`config.mk`:
```
export PLATFORM = sky130hd
export DESIGN_NAME = fetch_stage
export DESIGN_NICKNAME = d
export VERILOG_FILES = /design/src/rtl/rv32i_pkg.sv /design/src/rtl/fetch_pc_gen.sv /design/src/rtl/fetch_stage.sv
export SDC_FILE = /design/constraint.sdc
export NUM_CORES = 1
export LEC_CHECK = 0
export ABC_AREA = 1
export CAP_MARGIN = 20
export CORE_MARGIN = 5
export CORE_UTILIZATION = 48
export DETAILED_ROUTE_END_ITERATION = 8
export PLACE_DENSITY = 0.9
export SLEW_MARGIN = 10
export SYNTH_ARGS = -nofsm -noshare
export SYNTH_HDL_FRONTEND = slang
export SYNTH_HIERARCHICAL = 1
export SYNTH_SLANG_ARGS = --single-unit
```
`constraint.sdc`:
```
create_clock -name clk -period 4.64 [get_ports clk]
set_clock_uncertainty 0.05 [all_clocks]
set_input_delay 1.392 -clock clk [delete_from_list [all_inputs] [get_ports clk]]
set_output_delay 1.392 -clock clk [all_outputs]
set_load 0.01 [all_outputs]
```
`src/rtl/rv32i_pkg.sv`:
```
// +-----------------------------------------------------------------------+
// | rv32i_pkg : shared constants and types for the RV32I core             |
// | Rev 1.0                                                               |
// +-----------------------------------------------------------------------+
`default_nettype none

package rv32i_pkg;

  localparam int          ILEN        = 32;
  localparam logic [31:0] RV_NOP      = 32'h0000_0013;
  localparam logic [31:0] RV_RESET_PC = 32'h0000_0000;

  typedef enum logic [1:0] {
    S_IDLE = 2'd0,
    S_REQ  = 2'd1,
    S_WAIT = 2'd2,
    S_HOLD = 2'd3
  } fetch_state_t;

endpackage

`default_nettype wire

```
`src/rtl/fetch_pc_gen.sv`:
```
// +-----------------------------------------------------------------------+
// | fetch_pc_gen : program counter with pc+4 / aligned-redirect next-PC   |
// | mux and redirect misalignment flag.  Rev 1.0                          |
// +-----------------------------------------------------------------------+
`default_nettype none

module fetch_pc_gen
  import rv32i_pkg::*;
#(
  parameter int                ADDR_W   = 32,
  parameter logic [ADDR_W-1:0] RESET_PC = ADDR_W'(RV_RESET_PC)
) (
  input  logic              clk,
  input  logic              rst_n,
  input  logic              i_retire,
  input  logic              i_redirect_valid,
  input  logic [ADDR_W-1:0] i_redirect_pc,
  output logic [ADDR_W-1:0] o_pc,
  output logic              o_misalign
);

  logic [ADDR_W-1:0] r_pc;
  logic              r_misalign;
  logic [ADDR_W-1:0] w_next_pc;
  logic              w_misalign;

  // Redirect targets are forced to a word boundary; the low bits only raise a flag.
  always_comb begin
    w_next_pc  = r_pc + ADDR_W'(4);
    w_misalign = 1'b0;
    if (i_redirect_valid) begin
      w_next_pc  = {i_redirect_pc[ADDR_W-1:2], 2'b00};
      w_misalign = |i_redirect_pc[1:0];
    end
  end

  always_ff @(posedge clk or negedge rst_n) begin
    if (!rst_n) begin
      r_pc       <= RESET_PC;
      r_misalign <= 1'b0;
    end else begin
      r_misalign <= i_retire & w_misalign;
      if (i_retire) begin
        r_pc <= w_next_pc;
      end
    end
  end

  assign o_pc       = r_pc;
  assign o_misalign = r_misalign;

endmodule

`default_nettype wire

```
`src/rtl/fetch_stage.sv`:
```
// +-----------------------------------------------------------------------+
// | fetch_stage : RV32I instruction fetch (req/gnt/rvalid imem port).     |
// | FETCH_PERF_CNT_EN adds retire / wait-cycle counters.  Rev 1.0         |
// +-----------------------------------------------------------------------+
`default_nettype none

module fetch_stage
  import rv32i_pkg::*;
#(
  parameter int                ADDR_W   = 32,
  parameter logic [ADDR_W-1:0] RESET_PC = ADDR_W'(RV_RESET_PC)
) (
  input  logic              clk,
  input  logic              rst_n,
  output logic              imem_req,
  output logic [ADDR_W-1:0] imem_addr,
  input  logic              imem_gnt,
  input  logic              imem_rvalid,
  input  logic [ILEN-1:0]   imem_rdata,
  output logic [ILEN-1:0]   instr,
  output logic [ADDR_W-1:0] pc,
  output logic              instr_valid,
  input  logic              instr_ready,
  input  logic              redirect_valid,
  input  logic [ADDR_W-1:0] redirect_pc,
  output logic              fetch_misalign
`ifdef FETCH_PERF_CNT_EN
  ,
  output logic [31:0]       perf_retired,
  output logic [31:0]       perf_wait_cycles
`endif
);

  fetch_state_t      r_state;
  fetch_state_t      w_state_next;
  logic [ILEN-1:0]   r_instr;
  logic              r_instr_valid;
  logic              w_retire;
  logic              w_rsp;
  logic              w_imem_req;
  logic [ADDR_W-1:0] w_pc;

  assign w_retire = (r_state == S_HOLD) & r_instr_valid & instr_ready;
  assign w_rsp    = (r_state == S_WAIT) & imem_rvalid;

  always_ff @(posedge clk or negedge rst_n) begin
    if (!rst_n) begin
      r_state <= S_IDLE;
    end else begin
      r_state <= w_state_next;
    end
  end

  always_comb begin
    w_state_next = r_state;
    case (r_state)
      S_IDLE:  w_state_next = S_REQ;
      S_REQ:   if (imem_gnt) w_state_next = S_WAIT;
      S_WAIT:  if (imem_rvalid) w_state_next = S_HOLD;
      S_HOLD:  if (w_retire) w_state_next = S_REQ;
      default: w_state_next = S_IDLE;
    endcase
  end

  always_comb begin
    w_imem_req = 1'b0;
    case (r_state)
      S_REQ:   w_imem_req = 1'b1;
      default: w_imem_req = 1'b0;
    endcase
  end

  // Instruction register only ever loads from an in-state response.
  always_ff @(posedge clk or negedge rst_n) begin
    if (!rst_n) begin
      r_instr       <= RV_NOP;
      r_instr_valid <= 1'b0;
    end else begin
      if (w_rsp) begin
        r_instr       <= imem_rdata;
        r_instr_valid <= 1'b1;
      end else if (w_retire) begin
        r_instr_valid <= 1'b0;
      end
    end
  end

  fetch_pc_gen #(
    .ADDR_W   (ADDR_W),
    .RESET_PC (RESET_PC)
  ) u_pc_gen (
    .clk              (clk),
    .rst_n            (rst_n),
    .i_retire         (w_retire),
    .i_redirect_valid (redirect_valid),
    .i_redirect_pc    (redirect_pc),
    .o_pc             (w_pc),
    .o_misalign       (fetch_misalign)
  );

`ifdef FETCH_PERF_CNT_EN
  logic [31:0] r_perf_retired;
  logic [31:0] r_perf_wait;

  always_ff @(posedge clk or negedge rst_n) begin
    if (!rst_n) begin
      r_perf_retired <= '0;
      r_perf_wait    <= '0;
    end else begin
      if (w_retire) begin
        r_perf_retired <= r_perf_retired + 32'd1;
      end
      if ((r_state == S_REQ) || (r_state == S_WAIT)) begin
        r_perf_wait <= r_perf_wait + 32'd1;
      end
    end
  end

  assign perf_retired     = r_perf_retired;
  assign perf_wait_cycles = r_perf_wait;
`endif

  assign imem_req    = w_imem_req;
  assign imem_addr   = w_pc;
  assign pc          = w_pc;
  assign instr       = r_instr;
  assign instr_valid = r_instr_valid;

endmodule

`default_nettype wire

```
Word level (Yosys, flattened, before mapping) --
Index checks and enable logic that the tools add are counted.
Storage, ports and cells: input port bits 70, bits in registers 68
Cells by class: reductions and logical operators 4, eq/ne operators 6, add/sub/neg operators 1, muxes and demuxes 9, bitwise operators 4
Operators by type and width (count):
- adder 32 x 3 -> 32 bit, second input constant | 1
- two-way mux 32 bit | 1
- one-hot mux 2 bit (4 select lines) | 1
- two-way mux 2 bit | 3
- AND 1 bit | 4
- equality test 2 bit, second input constant | 2
- two-way mux 1 bit | 4
- inequality test 2 bit, second input constant | 2
- AND reduction 3 bit | 1
- equality test 2 x 1 -> 1 bit, second input constant | 1
- zero test 2 bit | 1
- inequality test 2 x 1 -> 1 bit, second input constant | 1
- nonzero test 2 bit | 1
- OR reduction 2 bit | 1

Logic depth before layout (Yosys ltp) --
Gate-level depths: netlist of the first run.
depth after elaboration 5, depth in mapped cells 10, depth with buffers taken out 10

Hierarchy --
Netlist of the first run, hierarchy kept.
By module, submodules not included:
- fetch_pc_gen | sequential area each 775.7 um^2, instances 1, cells an instance 379, area each 2332.2 um^2
- fetch_stage | sequential area each 879.6 um^2, instances 1, cells an instance 203, area each 2120.8 um^2

Least setup slack after synthesis of the first run --
No wires, ideal clock.
kind input port to flip-flop, start in instr_ready, end reg u_pc_gen.r_pc[6], in the netlist u_pc_gen/o_pc[6], path buffers 1, required time 4.464 ns, data arrival time 2.186 ns, slack 2.278 ns, stages on the path 7, path through nand3_1 inv_1 nand2_1 inv_2 buf_2 a311oi_1 nor2_1
Between the ends: longest elaborated chain between the ends 1
RTL lines:
- from (decl) | line fetch_stage.sv:23 | input logic instr_ready,
- AND 1 bit | line fetch_stage.sv:43 | assign w_retire = (r_state == S_HOLD) & r_instr_valid & instr_ready;
- net w_retire | line fetch_stage.sv:38 | logic w_retire;
- to (signal assigned) | line fetch_pc_gen.sv:44 | r_pc <= w_next_pc;
- to (decl) | line fetch_pc_gen.sv:22 | logic [ADDR_W-1:0] r_pc;
The timed path passes the listed nets, and every way through them passes these cells. A chain may end at the register's enable or synchronous reset.

Worst setup path after layout of the first run --
start in instr_ready, end reg u_pc_gen.r_pc[9], in the netlist u_pc_gen/o_pc[9]
The elaborated chain is that of the path after synthesis.

==> results of run 1 <==
==> area by class of cell <==
cell class	instances	area (µm²)	share of cell area
multi-input cells	422	2220	0.368
repair buffers	168	1670	0.276
flip-flops and latches	66	1660	0.274
inverters	42	160	0.0265
clock buffers	11	141	0.0234
well taps	111	139	0.0230
clock inverters	5	55.1	0.00912
==> placed cells by master (no fill, tap or decap), types with 5 or more instances in the layout <==
cell type / synthesis / layout
nor2_2: 5 / 5
nand2_2: 35 / 35
nor2_1: 62 / 62
o211ai_1: 5 / 5
nor2_4: 7 / 7
dfrtp_1: 63 / 63
nand2_1: 165 / 165
inv_1: 37 / 37
o21ai_0: 12 / 12
nand3_1: 66 / 66
nand2_4: 31 / 31
a21oi_1: 5 / 5
clkbuf_8: 0 / 10
clkdlybuf4s50_1: 0 / 163
==> worst max-delay path, cell delays in order <==
cell and delay [ns]:
clkdlybuf4s50_1 0.48, nand3_1 0.12, inv_1 0.40, nand2_1 0.41, inv_2 0.39, nor2_1 0.06
o21ai_0 0.08, o21ai_0 0.12, a21oi_1 0.15
==> kinds of logic after synthesis <==
group / share of synthesized area
buf+inv: 0.130
compound gates: 0.0503
flops: 0.372
fa+ha+maj: 0.0112
other cells: 0.000842
simple gates: 0.436
==> per-stage QoR <==
step | total power (W) | worst slack [ns]
global route | 0.00398 | 1.07
finish | 0.00371 | 1.23
floorplan | 0.00238 | 2.28
detailed placement | 0.00324 | 0.985
CTS | 0.00375 | 1.34
global placement | 0.00317 | 1.05
==> metal layers <==
layer,GRT usage,vias to the layer above,part of all wire
li1,-,2055,-
met1,0.255,1946,0.38
met2,0.389,229,0.49
met3,0.0771,27,0.11
met4,0.0879,0,0.027
met5,0,-,0
==> worst max-delay path by stage <==
stage                 from                       endpoint  depth (start not counted)
4_1_cts        instr_ready   u_pc_gen/o_pc[9]$_DFFE_PN0P_                          9
5_1_grt        instr_ready   u_pc_gen/o_pc[9]$_DFFE_PN0P_                          9
3_5_place_dp   instr_ready   u_pc_gen/o_pc[9]$_DFFE_PN0P_                          9
2_1_floorplan  instr_ready   u_pc_gen/o_pc[6]$_DFFE_PN0P_                          7
6_report       instr_ready   u_pc_gen/o_pc[9]$_DFFE_PN0P_                          9
3_3_place_gp   instr_ready  u_pc_gen/o_pc[10]$_DFFE_PN0P_                          9
==> registers in the layout (all words and copies together), names as in the netlist <==
register	count
r_state	2
u_pc_gen/o_pc	30
instr	32
u_pc_gen/o_misalign	1
instr_valid	1
==> report_power, final <==
part / internal, W / total [W] / switching (W)
registers: 0.000848 / 0.00122 / 0.000368
logic: 0.00104 / 0.00201 / 0.000974
clock network: 0.000261 / 0.000487 / 0.000226
total: 0.00215 / 0.00371 / 0.00157
==> flow_metrics.py, run 1 <==
metrics = {
    "run_status": {
        "outcome": "finished clean",
    },
    "placed_design": {
        "portBuffers": 164,
        "routabilityCongestion": 0.884,
        "hpwlAfterDp_um": 9510,
        "dp.cells": 809,
        "placed_cell_area_um2": 5840,
    },
    "synth": {
        "synth_area_um2": 4450,
        "ys_seq_area_frac": 0.372,
        "ys_warn_count": 6,
        "synthArstFlopShare": 1.00,
        "synth-seq-cells": 66,
        "synth_area_leaders": "dfrtp_1, nand2_1, nand2_4, nand3_1, buf_4",
        "synth_edf_count": 0,
        "synth_top_area_share": 0.354,
        "synth_commonest_cells": "nand2_1, nand3_1, dfrtp_1",
        "synthFlopType": "dfrtp_1",
        "synth_top_cell_by_area": "dfrtp_1",
        "synth_cell_types": 40,
        "synthMostInstantiatedCell": "nand2_1",
        "syn_inst": 582,
        "syn_area_per_cell_um2": 7.65,
    },
    "grt": {
        "grt_max_degree": 35,
        "grt_pass1_wl_um": 20700,
        "track_usage": 0.225,
        "gr-total-overflow": 0,
        "antenna_found_initial": 0,
        "first_global_vias": 4255,
    },
    "sta": {
        "fin_crit_ns": 3.41,
        "rsz0062_at_grt": "false",
        "finalSetupTns_ns": 0,
        "setup_violations": 0,
        "relSlewSlack": 0.477,
        "whs_ns": 0.424,
        "hold_viol": 0,
        "drv_slew": 0,
        "tightestPinTransition_ns": 0.784,
        "period_share": 0.736,
        "max_freq_ghz": 0.293,
    },
    "die": {
        "die_h_um": 106,
        "die-area_um2": 11300,
        "core_um2": 9150,
        "initial_core_util": 0.487,
        "num_rows": 35,
        "die_x_um": 106,
        "ios": 169,
    },
    "cts": {
        "clock_path_buffers": 2,
        "root_buffer": "clkbuf_8",
        "holdBufCountCts": 0,
        "cts_buffers": 9,
        "cts_tree": "yes",
        "insertion_delay_ns": 0.33,
        "htree_num_levels": 3,
        "cts.sink_count": 66,
        "ctsResizeCount": 0,
        "cts_setup_buffers": 0,
        "clk_pin_slew_ns": 0.07,
    },
    "setup_path": {
        "critPathMaxFanout": 17,
        "r2r_cells": 9,
        "worstSetupPathType": "in2reg",
        "r2r_end": "u_pc_gen/o_pc[9]$_DFFE_PN0P_",
        "crit_arrival_ns": 3.61,
        "r2r_slack_ns": 2.15,
        "endpoint_kind": "flop",
        "crit_required_ns": 4.84,
        "crit-reg2reg-launch": "r_state[1]$_DFFE_PN0P_",
        "startpoint_type": "input port",
    },
    "finish": {
        "drive_gt1_frac": 0.153,
        "finish.instance_area_um2": 6040,
        "area_growth_pct": 35.6,
        "n_antenna_cell": 0,
        "layout.cells.non_filler": 825,
        "layout.nets": 783,
        "fillerInstances": 782,
        "post-route-util": 0.660,
    },
    "worst_hold_path": {
        "holdPathStages": 2,
        "min_path_type": "reg2reg",
        "hp-start": "instr[1]$_DFFE_PN1P_",
        "hold_end": "instr[1]$_DFFE_PN1P_",
    },
    "drt": {
        "first_iter_violations": 187,
        "via_per_inst": 5.16,
        "routed-via-count": 4257,
        "drcViolationCount": 0,
        "drt-wirelength-per-cell_um": 15.2,
        "route.antenna.remaining_nets": 0,
        "dr.pass1.iters": 5,
        "drt-total-wl_um": 12600,
    },
    "job": {
        "maxCapViolCount": 0,
    },
    "power": {
        "power.density_nw_per_um2": 615,
        "p_leak_nw": 2.66,
        "ir_drop_mv": 0.334,
    },
}
Note: power is estimated with default switching activity, not from simulation.
==> run 2, diff against run 1 <==
--- a/config.mk
+++ b/config.mk
@@ -8,9 +8,9 @@
 export ABC_AREA = 1
 export CAP_MARGIN = 20
 export CORE_MARGIN = 5
-export CORE_UTILIZATION = 48
+export CORE_UTILIZATION = 45
 export DETAILED_ROUTE_END_ITERATION = 8
-export PLACE_DENSITY = 0.9
+export PLACE_DENSITY = 0.86
 export SLEW_MARGIN = 10
 export SYNTH_ARGS = -nofsm -noshare
 export SYNTH_HDL_FRONTEND = slang
==> constraint.sdc (replaced) <==
create_clock -name clk -period 3.36 [get_ports clk]
set_clock_uncertainty 0.05 [all_clocks]
set_input_delay 1.008 -clock clk [delete_from_list [all_inputs] [get_ports clk]]
set_output_delay 1.008 -clock clk [all_outputs]
set_load 0.01 [all_outputs]
==> flow_metrics.py, run 2 (synthesized netlist as in run 1, its figures left out) <==
metrics = {
    "sta": {
        "drv_slew": 0,
        "tightestPinTransition_ns": 0.780,
        "setup_violations": 0,
        "finalSetupTns_ns": 0,
        "rsz0062_at_grt": "false",
        "period_share": 0.780,
        "hold_viol": 0,
        "max_freq_ghz": 0.381,
        "relSlewSlack": 0.480,
        "fin_crit_ns": 2.62,
    },
    "drt": {
        "dr.pass1.iters": 5,
        "route.antenna.remaining_nets": 0,
        "routed-via-count": 4295,
        "drt-wirelength-per-cell_um": 14.8,
        "drcViolationCount": 0,
        "first_iter_violations": 177,
        "drt-total-wl_um": 12600,
        "via_per_inst": 5.04,
    },
    "cts": {
        "insertion_delay_ns": 0.34,
        "cts_buffers": 9,
        "htree_num_levels": 3,
        "clk_pin_slew_ns": 0.07,
        "root_buffer": "clkbuf_8",
        "cts_tree": "yes",
        "clock_path_buffers": 2,
        "ctsResizeCount": 0,
        "cts.sink_count": 66,
        "cts_setup_buffers": 0,
        "holdBufCountCts": 0,
    },
    "finish": {
        "n_antenna_cell": 0,
        "multiInputGateArea_um2": 2220,
        "largest_register_ffs": 32,
        "finish.instance_area_um2": 6160,
        "layout.nets": 788,
        "final_cell_mix": "nand2_1, clkdlybuf4s50_1, nand3_1",
        "layout_commonest_cell": "nand2_1",
        "regArea_um2": 1660,
        "drive_gt1_frac": 0.160,
        "area_growth_pct": 38.3,
        "fillerInstances": 855,
    },
    "die": {
        "initial_core_util": 0.458,
        "num_rows": 36,
        "die_x_um": 109,
        "ios": 169,
        "die_h_um": 109,
        "die-area_um2": 12000,
        "core_um2": 9730,
    },
    "worst_hold_path": {
        "min_path_type": "reg2reg",
    },
    "grt": {
        "grt_max_degree": 35,
        "antenna_found_initial": 0,
        "first_global_vias": 4295,
        "track_usage": 0.213,
        "gr-total-overflow": 0,
        "grt_pass1_wl_um": 20300,
    },
    "power": {
        "power.density_nw_per_um2": 856,
        "power_w": 0.00527,
        "ir_drop_mv": 0.383,
        "p_leak_nw": 2.71,
    },
    "placed_design": {
        "portBuffers": 164,
        "routabilityCongestion": 0.917,
        "hpwlAfterDp_um": 9750,
        "placed_cell_area_um2": 5920,
    },
    "job": {
        "maxCapViolCount": 0,
    },
    "setup_path": {
        "critPathMaxFanout": 4,
        "crit_arrival_ns": 1.56,
        "worstSetupPathType": "reg2out",
        "endpoint_kind": "output port",
        "startpoint_type": "flop",
        "crit_required_ns": 2.30,
    },
    "run_status": {
        "outcome": "finished clean",
    },
}
## run 2: cell types whose count changed in the layout (fill, tap and decap cells not counted)
cell / previous run / this run
clkbuf_8: 10 / 12
clkinvlp_4: 2 / 1
bufinv_16: 1 / 2
clkinv_2: 2 / 1
buf_4: 4 / 8
clkbuf_1: 1 / 0
buf_12: 0 / 1
## run 2: cell type report
class,count,area share
clock buffer,12,0.0268
clock inverter,4,0.0118
inverter,42,0.0260
multi-input combinational,422,0.361
sequential,66,0.269
tap,133,0.0270
timing repair buffer,173,0.279
## run 2: worst paths after layout
path | from | endpoint | slack (ns) | depth (start not counted)
worst max-delay path | r_state[1]$_DFFE_PN0P_ | imem_req | 0.74 | 3
worst min-delay path | instr[0]$_DFFE_PN1P_ | instr[0]$_DFFE_PN1P_ | 0.42 | 2
worst max register to register | r_state[0]$_DFFE_PN0P_ | u_pc_gen/o_pc[24]$_DFFE_PN0P_ | 1.48 | 8
worst min register to register | instr[0]$_DFFE_PN1P_ | instr[0]$_DFFE_PN1P_ | 0.42 | 2
max in group asynchronous | rst_n | instr[20]$_DFFE_PN0P_ | 1.91 | 2
min in group asynchronous | rst_n | u_pc_gen/o_pc[24]$_DFFE_PN0P_ | 0.68 | 1
## run 2: critical path, stage by stage, from the launching register on
cell and delay (ns):
dfrtp_1 0.41, inv_1 0.07, ha_1 0.18, clkdlybuf4s50_1 0.57
## run 2: power breakdown
part | internal, W | switching [W]
sequential | 0.00117 | 0.000513
combinational | 0.00144 | 0.00134
clock | 0.000478 | 0.000318
## run 2: layer usage
| metal | track usage | wire, µm | share of wire | vias up |
|---|---|---|---|---|
| met1 | 0.241 | 4700 | 0.37 | 1999 |
| met2 | 0.374 | 6290 | 0.50 | 203 |
| met5 | 0 | 0 | 0 | - |
| met4 | 0.0855 | 352 | 0.028 | 0 |
| met3 | 0.0622 | 1270 | 0.10 | 33 |
| li1 | - | - | - | 2060 |
## run 2: metrics by stage
step,worst slack (ns),cells,hold WS (ns),util
floorplan,1.38,583,0.425,-
global placement,0.611,836,0.407,0.608
detailed placement,0.522,836,0.415,0.608
CTS,0.709,852,0.429,0.633
global route,0.651,852,0.442,0.633
finish,0.738,852,0.424,0.633
==> run 3, diff against run 2 <==
==> constraint.sdc (replaced) <==
create_clock -name clk -period 2.45 [get_ports clk]
set_clock_uncertainty 0.05 [all_clocks]
set_input_delay 0.735 -clock clk [delete_from_list [all_inputs] [get_ports clk]]
set_output_delay 0.735 -clock clk [all_outputs]
set_load 0.01 [all_outputs]
==> flow_metrics.py, run 3 (synthesized netlist as in run 1, its figures left out) <==
metrics = {
    "setup_path": {
        "worstSetupPathType": "reg2out",
        "crit_family": "flip-flops",
        "crit_slowest_cell": "dfstp_2",
        "crit_chain": "clkdlybuf4s50_1",
        "critPathMaxFanout": 2,
        "path_buf_inv": 1,
        "crit_arrival_ns": 1.46,
        "endpoint_kind": "output port",
        "cpPeakStageDelay_ns": 0.56,
        "crit_required_ns": 1.66,
        "startpoint_type": "flop",
    },
    "finish": {
        "post-route-util": 0.634,
        "largest_register_ffs": 32,
        "layout.nets": 791,
        "drive_gt1_frac": 0.163,
        "regArea_um2": 1660,
        "n_antenna_cell": 0,
        "layout_commonest_cell": "nand2_1",
        "final_cell_mix": "nand2_1, clkdlybuf4s50_1, nand3_1",
        "area_growth_pct": 38.5,
        "fillerInstances": 846,
        "multiInputGateArea_um2": 2220,
    },
    "grt": {
        "gr-total-overflow": 0,
        "antenna_found_initial": 0,
        "track_usage": 0.218,
        "grt_pass1_wl_um": 20500,
        "first_global_vias": 4351,
        "grt_max_degree": 67,
    },
    "job": {
        "maxCapViolCount": 0,
    },
    "drt": {
        "route.antenna.remaining_nets": 0,
        "drt-total-wl_um": 12900,
        "highest_layer": "met4",
        "via_per_inst": 5.04,
        "drt-wirelength-per-cell_um": 15.1,
        "met1Wirelength_um": 4810,
        "wl_met3_um": 1110,
        "wl_met2_um": 6580,
        "first_iter_violations": 159,
        "drcViolationCount": 0,
        "routed-via-count": 4308,
        "dr.pass1.iters": 5,
    },
    "cts": {
        "cts_setup_buffers": 0,
        "clk_pin_slew_ns": 0.08,
        "insertion_delay_ns": 0.35,
        "root_buffer": "clkbuf_8",
        "clock_path_buffers": 2,
        "cts_tree": "yes",
        "cts_buffers": 9,
        "htree_num_levels": 3,
        "cts.sink_count": 66,
    },
    "sta": {
        "max_freq_ghz": 0.445,
        "finalSetupTns_ns": 0,
        "tightestPinTransition_ns": 0.629,
        "fin_crit_ns": 2.25,
        "relSlewSlack": 0.581,
        "period_share": 0.917,
        "setup_violations": 0,
        "rsz0062_at_grt": "false",
        "hold_viol": 0,
        "drv_slew": 0,
        "layout_setup_ws_ns": 0.204,
        "whs_ns": 0.335,
    },
    "die": {
        "die-area_um2": 12000,
        "ios": 169,
        "initial_core_util": 0.458,
        "core_um2": 9730,
        "die_h_um": 109,
        "num_rows": 36,
        "die_x_um": 109,
    },
    "placed_design": {
        "post-place-ws_ns": 0.0817,
        "portBuffers": 164,
        "routabilityCongestion": 0.938,
        "hpwlAfterDp_um": 9930,
    },
    "power": {
        "power_w": 0.00716,
        "ir_drop_mv": 0.578,
        "p_leak_nw": 2.73,
        "power.density_nw_per_um2": 1160,
    },
    "run_status": {
        "outcome": "finished clean",
    },
    "worst_hold_path": {
        "min_path_type": "in2async",
    },
}
==> run 3: changes by cell type in the layout (fill, tap and decap cells not counted), sizes merged <==
cell,change
clkinv,+1
clkdlybuf4s50,-1
dlymetal6s2s,+1
buf,+3
clkbuf,-2
bufinv,-1
inv,+3
clkinvlp,-1
==> run 3: worst paths after layout <==
check                                            start                       endpoint  slack, ns  cells after the start
worst max-delay path              instr[4]$_DFFE_PN1P_                       instr[4]       0.20                      1
worst min-delay path                             rst_n  u_pc_gen/o_pc[20]$_DFFE_PN0P_       0.34                      2
worst max register to register  r_state[0]$_DFFE_PN0P_        instr_valid$_DFFE_PN0P_       0.46                      5
worst min register to register    instr[1]$_DFFE_PN1P_           instr[1]$_DFFE_PN1P_       0.43                      2
max in group asynchronous                        rst_n           instr[0]$_DFFE_PN1P_       1.67                      2
min in group clk                  instr[1]$_DFFE_PN1P_           instr[1]$_DFFE_PN1P_       0.43                      2
==> run 3: layer usage <==
| layer | vias up | global-route usage |
|---|---|---|
| li1 | 2068 | - |
| met1 | 1969 | 0.247 |
| met2 | 232 | 0.382 |
| met3 | 39 | 0.0622 |
| met4 | 0 | 0.0908 |
| met5 | - | 0 |
==> run 3: power by group <==
group          switching (W)  total [W]  internal [W]
Clock               0.000461   0.000973      0.000512
Combinational        0.00186    0.00386       0.00201
Sequential          0.000718    0.00232       0.00161
==> run 3: cell type report <==
type	count	area share
repair buffers	176	0.284
clock buffers	10	0.0223
flip-flops and latches	66	0.268
well taps	133	0.0270
multi-input cells	422	0.360
inverters	42	0.0260
clock inverters	6	0.0118
==> run 3: per-stage QoR <==
step                      instance area [µm²]  std cells
after floorplan                          4460        583
after global placement                   5950        839
after detailed placement                 5950        839
after CTS                                6160        855
after global routing                     6170        855
final                                    6170        855
==> run 3: what timing repair did <==
item / in CTS / in global routing
resized for setup: 0 / 1
setup endpoints to repair: 0 / 1
hold buffers: 0 / 0
hold endpoints to repair: 0 / 0
